==> src/rtl/util_rpt.sv <==
// Window controller and report reader for the CA utilization monitor: pulses mon_upd every 2^WIN_SHIFT cycles, captures util one cycle later.
// Reports visible two cycles after mon_upd via a 2-entry valid/ready FIFO; a capture into a full FIFO with no pop is dropped and counted.
module util_rpt #(
    parameter int        WIN_SHIFT = 10,
    parameter logic [5:0] ALARM_TH = 6'd40
) (
    input  logic            clk,
    input  logic            rst_n,
    input  logic            mon_en,
    output logic            mon_upd,
    input  logic [7:0][5:0] aimc_ca_util,
    output logic            rpt_valid,
    input  logic            rpt_ready,
    output logic [63:0]     rpt_data,
    output logic            alarm_any,
    output logic [7:0][5:0] peak_util,
    input  logic            peak_clr,
    output logic [15:0]     drop_cnt
);

    localparam logic [1:0] ST_IDLE = 2'd0;
    localparam logic [1:0] ST_SYNC = 2'd1;
    localparam logic [1:0] ST_RUN  = 2'd2;

    // mon_upd is registered, so it is raised on the edge where win_cnt reaches its last value
    localparam logic [WIN_SHIFT-1:0] WIN_PRE = WIN_SHIFT'((1 << WIN_SHIFT) - 2);

    logic [1:0]           state;
    logic [WIN_SHIFT-1:0] win_cnt;
    logic                 upd_discard;
    logic                 cap_pend;
    logic [7:0]           seq;
    logic [63:0]          slot1;
    logic                 slot1_vld;

    logic [7:0]  alarm_w;
    logic [63:0] word;
    logic        pop;
    logic        push;
    logic        drop;

    always_comb begin
        alarm_w = '0;
        for (int i = 2; i < 8; i++) begin
            alarm_w[i] = (aimc_ca_util[i] >= ALARM_TH);
        end
    end

    assign word = {seq, aimc_ca_util, alarm_w};
    assign pop  = rpt_valid && rpt_ready;
    assign push = cap_pend && (!slot1_vld || pop);
    assign drop = cap_pend && !push;

    always_ff @(posedge clk or negedge rst_n) begin
        if (!rst_n) begin
            state       <= ST_IDLE;
            win_cnt     <= '0;
            mon_upd     <= 1'b0;
            upd_discard <= 1'b0;
            cap_pend    <= 1'b0;
        end else begin
            mon_upd  <= 1'b0;
            cap_pend <= mon_upd && !upd_discard;
            case (state)
                ST_IDLE: begin
                    win_cnt <= '0;
                    if (mon_en) begin
                        state       <= ST_SYNC;
                        mon_upd     <= 1'b1;
                        upd_discard <= 1'b1;
                    end
                end
                ST_SYNC: begin
                    state   <= ST_RUN;
                    win_cnt <= '0;
                end
                ST_RUN: begin
                    if (!mon_en) begin
                        state   <= ST_IDLE;
                        win_cnt <= '0;
                    end else begin
                        win_cnt <= win_cnt + WIN_SHIFT'(1);
                        if (win_cnt == WIN_PRE) begin
                            mon_upd     <= 1'b1;
                            upd_discard <= 1'b0;
                        end
                    end
                end
                default: begin
                    state   <= ST_IDLE;
                    win_cnt <= '0;
                end
            endcase
        end
    end

    always_ff @(posedge clk or negedge rst_n) begin
        if (!rst_n) begin
            rpt_valid <= 1'b0;
            rpt_data  <= '0;
            slot1     <= '0;
            slot1_vld <= 1'b0;
        end else if (pop) begin
            if (slot1_vld) begin
                rpt_data <= slot1;
                if (push) slot1 <= word;
                else      slot1_vld <= 1'b0;
            end else if (push) begin
                rpt_data <= word;
            end else begin
                rpt_valid <= 1'b0;
            end
        end else if (push) begin
            if (!rpt_valid) begin
                rpt_data  <= word;
                rpt_valid <= 1'b1;
            end else begin
                slot1     <= word;
                slot1_vld <= 1'b1;
            end
        end
    end

    always_ff @(posedge clk or negedge rst_n) begin
        if (!rst_n) begin
            seq       <= '0;
            alarm_any <= 1'b0;
            drop_cnt  <= '0;
            peak_util <= '0;
        end else begin
            alarm_any <= cap_pend && (alarm_w != 8'd0);
            if (cap_pend) seq <= seq + 8'd1;
            if (drop && drop_cnt != 16'hFFFF) drop_cnt <= drop_cnt + 16'd1;
            // a clear coinciding with a capture leaves exactly the captured values
            for (int i = 0; i < 8; i++) begin
                if (peak_clr) begin
                    peak_util[i] <= cap_pend ? aimc_ca_util[i] : 6'd0;
                end else if (cap_pend && aimc_ca_util[i] > peak_util[i]) begin
                    peak_util[i] <= aimc_ca_util[i];
                end
            end
        end
    end

endmodule

==> config.mk <==
export PLATFORM = sky130hd
export DESIGN_NAME = util_rpt
export DESIGN_NICKNAME = d
export VERILOG_FILES = /design/src/rtl/util_rpt.sv
export SDC_FILE = /design/constraint.sdc
export NUM_CORES = 1
export LEC_CHECK = 0
export BUFFER_PORTS_ARGS = -buffer_cell sky130_fd_sc_hd__buf_2
export CAP_MARGIN = 0
export CORE_MARGIN = 2
export CORE_UTILIZATION = 57
export CTS_CLUSTER_SIZE = 40
export DETAILED_ROUTE_END_ITERATION = 16
export PLACE_DENSITY = 0.8
export SLEW_MARGIN = 20
export SYNTH_ARGS = -nofsm -noshare
export SYNTH_HDL_FRONTEND = slang
export SYNTH_SLANG_ARGS = --single-unit
==> constraint.sdc <==
create_clock -name clk -period 2.7 [get_ports clk]
set_clock_uncertainty 0.2 [all_clocks]
set_input_delay 0.54 -clock clk [delete_from_list [all_inputs] [get_ports clk]]
set_output_delay 0.54 -clock clk [all_outputs]
set_load 0.005 [all_outputs]
==> metrics.txt, run 1 <==
outcome=completed; HP Class=input pin to flop; Initial Utilization=0.579; Slew HR=0.426; P_leak=between 6 and 7 nW; placement row count=50; Overflow after GRT=0; area growth from synthesis to layout=18.7%; DR WL/cell=16.3 um; CP max stage cell=o32ai_1; DP Area=between 10000 and 15000 um^2; Synth Register Bits=roughly 210; Setup crit end kind=flop; vias in the first global route=about 8500; clock slew at reported path FFs=0.06 ns; worst-margin pin slew=0.858 ns; CTS tree=yes; WL final=25300 um; Sequential Area=5360 um^2; gp weighted congestion=0.873; final period utilization=0.845; DRC viols=0; DPL Wire Length=roughly 18000 um; Top FF cell, synth=dfrtp_1; post-CTS sizing=0; max-slew violations=0; Initial DRC Count=618; Core Area=around 19000 um^2; CP Max Fanout=6; Skew-Pair Late Insertion Delay=0.50 ns; CTS Buffer Depth=3; maximum vdd drop=0.533 mV; Cell Pwr Density=between 700 and 800 nW/um^2; Largest stage delay, worst path=just over 0.7 ns; Syn. warnings=0; most common library cells after synthesis=dfrtp_1, nand2_1, nor2_1; Seq/Total Area, Yosys=0.496; Util after Layout=0.688; Cell Area, Synth=10800 um^2; area of the multi-input gates=4850 um^2; Die Area=roughly 20000 um^2; Async SR Flop Fraction=1.00; I/O Buffers=181; Routed Antenna Nets=0; drt via density=5.77; Final TNS setup=0 ns; gr usage total=0.255; overall die height=between 100 and 150 um; RSZ-0062 raised after global routing=false; IO Pins=184; Worst setup SP type=flop; TritonCTS Sinks=roughly 210; maximum clock frequency=438 MHz; hold slack=0.105 ns; Vias=a little under 9000; delay-heaviest family, CP=compound AO/OA/AOI/OAI gates; Final min period=2.28 ns; first-pass GRT wire length=42000 um; Mapped Cells=between 1000 and 1500; antenna violations before repair=0; R2R setup slack=roughly 0.42 ns; fillcell total=1444; DIE WIDTH=roughly 140 um; CTS buffer count=24; final count of hold timing violations=0; Pre-antenna DRT Iters=5; required time worst endpoint=2.93 ns; largest net degree at the start of global routing=75; H-tree levels=1; Antenna diodes=0; WP buf/inv=1; post-synthesis cell type count=52; crit path DAT=~2.5 ns; syn_area_per_cell=9.53 um^2; Final Setup Violations=0; post-synth top area share=0.496; WS Path Type=flop to flop; Post-synth EDFFs=0; MaxCap Viol Count=0; Post-Layout Inst Area=12800 um^2; root buffer cell=clkbuf_16; CP cell instances=inv_1 > ha_1 > a211o_1 > o32ai_1 > a22o_1; largest cells by area after synthesis=dfrtp_1, nand2_1, ha_1, a31oi_1, nor2_1; share of layout cells above drive strength 1=0.217; count leader, synth=dfrtp_1; post-layout net count=around 1400; post-synth top area cell=dfrtp_1
cell usage in the layout, fill, tap and decap left out, types with 25 or more instances in the layout:
| master | synthesis | final |
|---|---|---|
| dfrtp_1 | 214 | 214 |
| nand2_1 | 206 | 206 |
| buf_2 | 14 | 180 |
| nor2_1 | 91 | 91 |
| inv_1 | 87 | 87 |
| a31oi_1 | 57 | 57 |
| o21ai_0 | 54 | 54 |
| ha_1 | 53 | 53 |
| a21oi_1 | 31 | 31 |
| a2111oi_0 | 30 | 30 |
| o31ai_1 | 30 | 30 |
| o311ai_0 | 26 | 26 |
| mux2_2 | 25 | 25 |
| clkbuf_16 | 0 | 25 |
cell families after synthesis:
| kind of cell | count (synthesis) | share of synthesized area |
|---|---|---|
| and+or+nand+nor | 375 | 0.155 |
| AOI/OAI and AO/OA | 281 | 0.180 |
| DFF | 214 | 0.496 |
| buffers and inverters | 157 | 0.0583 |
| adders and majority gates | 53 | 0.0614 |
| xor gates and xnor gates | 27 | 0.0219 |
| muxes | 26 | 0.0275 |
| other | 1 | 0.000347 |
layout make-up:
cell class                      instances  share of cell area
Clock buffer                           35              0.0572
Clock inverter                          9             0.00771
Inverter                               88              0.0258
Multi-Input combinational cell        764               0.378
Sequential cell                       214               0.418
Tap cell                              234              0.0228
Timing Repair Buffer                  204              0.0909
routing by layer:
| metal | up-vias | share of wire | track usage |
|---|---|---|---|
| met5 | - | 0 | 0 |
| met4 | 0 | 0.026 | 0.0742 |
| met3 | 50 | 0.056 | 0.0331 |
| met2 | 286 | 0.47 | 0.418 |
| met1 | 4262 | 0.45 | 0.358 |
| li1 | 4336 | - | - |
timing repair:
action,4_1_cts,5_1_grt
setup buffers,0,0
hold buffers,1,0
hold endpoints to repair,60,0
worst reg2reg max path, stage by stage (launching register included):
cell and delay [ns]:
dfrtp_1 0.36, inv_1 0.05, ha_1 0.31, a211o_1 0.32, o32ai_1 0.71, a22o_1 0.26
stage by stage:
step | instances | setup WS [ns] | power [mW]
final | 1548 | 0.417 | 9.79
after global routing | 1548 | 0.209 | 10.4
after CTS | 1548 | 0.418 | 9.89
after detailed placement | 1503 | 0.178 | 6.50
after global placement | 1503 | 0.282 | 6.41
after floorplan | 1135 | 0.432 | 5.46
final timing paths:
kind | from | endpoint | depth (start not counted)
max | peak_util[5]$_DFFE_PN0P_ | peak_util[5]$_DFFE_PN0P_ | 5
min | aimc_ca_util[0] | peak_util[0]$_DFFE_PN0P_ | 2
max reg2reg | peak_util[5]$_DFFE_PN0P_ | peak_util[5]$_DFFE_PN0P_ | 5
min reg2reg | upd_discard$_DFFE_PN0P_ | cap_pend$_DFF_PN0_ | 1
max in group asynchronous | rst_n | peak_util[5]$_DFFE_PN0P_ | 3
min in group asynchronous | rst_n | drop_cnt[10]$_DFFE_PN0P_ | 2
power breakdown:
part           internal (mW)  switching (mW)
registers               3.89           0.433
logic                  0.910            1.21
clock network           2.07            1.27
flip-flops by register name, indices dropped and copies added, names as in the netlist, 2 cells and up:
| signal | cells |
|---|---|
| win_cnt | 10 |
| drop_cnt | 16 |
| peak_util | 48 |
| rpt_data | 62 |
| seq | 8 |
| state | 2 |
| slot1 | 62 |
(Power assumes the default switching activity.)
==> run 2, diff against run 1 <==
- clock period: 2.7 -> 2.11 ns (I/O delays scaled with it)
==> run 2 against run 1 <==
Compared with the run above: first-iteration DRC count decreased by 2.4%; routed wire length increased by 8.5%; core utilization increased by 4.7 points; register-to-register slack got worse by 0.38 ns; setup slack got worse by 0.38 ns; clock-buffer cell count decreased by 4; maximum frequency increased by 10%.
==> metrics.txt, run 2 (synthesized netlist as in run 1, its figures left out) <==
first-pass GRT wire length=44400 um (+5.9%); TritonCTS Sinks=214 (unchanged); Setup WS post-layout=0.0415 ns (-0.376 ns); share of layout cells above drive strength 1=0.276 (+0.0592); Final TNS setup=0 ns (unchanged); Skew-Pair Late Insertion Delay=0.51 ns (about the same); CTS Buffer Depth=3 (unchanged); Setup crit end kind=flop; Core Area=18600 um^2 (unchanged); Final min period=2.07 ns (-0.214 ns); gr usage total=0.269 (+0.0140); root buffer cell=clkbuf_16; I/O Buffers=181 (unchanged); most frequent cells in the layout=dfrtp_1, nand2_1, buf_2; largest net degree at the start of global routing=61 (-19%); clock slew at reported path FFs=0.06 ns (about the same); Util after Layout=0.735 (+0.0474); P_leak=6.52 nW (+7.9%); post-layout net count=1488 (+6.1%); maximum vdd drop=0.595 mV (+12%); final count of hold timing violations=0 (unchanged); DR WL/cell=16.8 um (+3.0%); fillcell total=1346 (-6.8%); Cell Pwr Density=902 nW/um^2 (+18%); Initial Utilization=0.579 (unchanged); crit path DAT=2.27 ns (-0.24 ns); delay-heaviest family, CP=compound AO/OA/AOI/OAI gates; max-slew violations=0 (unchanged); final period utilization=0.980 (+0.135); Worst setup SP type=flop; Post-Layout Inst Area=13700 um^2 (+6.9%); Final Setup Violations=0 (unchanged); Initial DRC Count=603 (-2.4%); Largest regs=rpt_data: 62 flops, slot1: 62 flops, peak_util: 48 flops; antenna violations before repair=0 (unchanged); placement row count=50 (unchanged); WS Path Type=flop to flop; RSZ-0062 raised after global routing=true; DRC viols=0 (unchanged); overall die height=142 um (unchanged); vias in the first global route=9064 (+6.7%); Die Area=20100 um^2 (unchanged); HP Class=input pin to flop; Overflow after GRT=0 (unchanged); CP Max Fanout=7 (+1); required time worst endpoint=2.31 ns (-0.62 ns); Routed Antenna Nets=0 (unchanged); WL final=27500 um (+8.5%); area growth from synthesis to layout=26.9%; Pre-antenna DRT Iters=5 (unchanged); drt via density=5.84 (+1.2%); H-tree levels=1 (unchanged); DP Area=12700 um^2 (+5.6%); DPL Wire Length=18700 um (+6.4%); CTS tree=yes; gp weighted congestion=0.891 (+2.1%); WP buf/inv=2 (+1); Overall Power=12.4 mW (+26%); MaxCap Viol Count=0 (unchanged); DIE WIDTH=142 um (unchanged); pre-CTS WS=-0.249 ns (-0.427 ns); Antenna diodes=0 (unchanged); outcome=completed; maximum clock frequency=483 MHz (+10%); Largest stage delay, worst path=0.40 ns (-0.31 ns); Vias=9531 (+6.7%); CP max stage cell=a2111oi_1; CP cell instances=inv_1 > ha_1 > and4_1 > buf_4 > a2111oi_1 > o31ai_1 > o311ai_1; CTS buffer count=23 (-4.2%); commonest non-fill, non-tap cell in the layout=dfrtp_1; IO Pins=184 (unchanged)
run 2: changes by cell type in the layout (fill, tap and decap cells not counted), moves of 7 or more:
cell	previous run	this run
buf_4	16	88
o311ai_0	26	2
o311ai_1	4	21
buf_12	6	14
o311ai_2	0	7
a2111oi_0	30	11
dlygate4sd3_1	1	8
a2111oi_1	0	12
run 2: layer usage:
layer  up-vias  track usage  wire [um]
li1       4493            -          -
met1      4661        0.368      11700
met2       330        0.457      13600
met3        47       0.0334       1550
met4         0       0.0726        573
met5         -            0          0
run 2: final cells by class:
cell class	count	area, um^2	share of cell area
inverter	88	330	0.0241
timing repair buffer	291	1960	0.143
clock buffer	31	656	0.0478
multi-input combinational	764	5050	0.369
sequential	214	5360	0.391
tap	234	293	0.0214
clock inverter	10	61.3	0.00447
run 2: timing repair:
action,in CTS,in global routing
pin swaps,0,6
hold buffers,10,1
cloned,0,0
hold endpoints to repair,60,1
endpoints found under the setup margin,20,54
setup buffers,0,4
gates resized for setup,7,72
run 2: power by group:
group	total (mW)	internal [mW]	switching [mW]
sequential	5.54	4.98	0.560
combinational	3.00	1.33	1.67
clock	3.83	2.18	1.64
total	12.4	8.50	3.87
run 2: final timing paths:
path / from / to / slack [ns] / cells past startpoint
worst max-delay path: peak_util[41]$_DFFE_PN0P_ / peak_util[38]$_DFFE_PN0P_ / 0.04 / 7
worst min-delay path: aimc_ca_util[16] / rpt_data[24]$_DFFE_PN0P_ / 0.02 / 3
worst max register to register: peak_util[41]$_DFFE_PN0P_ / peak_util[38]$_DFFE_PN0P_ / 0.04 / 7
worst min register to register: upd_discard$_DFFE_PN0P_ / cap_pend$_DFF_PN0_ / 0.25 / 1
max in group asynchronous: rst_n / peak_util[9]$_DFFE_PN0P_ / 0.79 / 3
min in group asynchronous: rst_n / slot1[63]$_DFFE_PN0P_ / 0.21 / 2
run 2: metrics by stage:
| step | std cells | hold WS (ns) |
|---|---|---|
| floorplan | 1135 | -0.0736 |
| global placement | 1579 | 0.175 |
| detailed placement | 1579 | 0.177 |
| CTS | 1630 | 0.00223 |
| global route | 1632 | 0.0216 |
| finish | 1632 | 0.0199 |
run 2: worst min-delay path: stages:
cell,delay (ns)
buf_2,0.13
nand2_1,0.06
a31oi_1,0.07
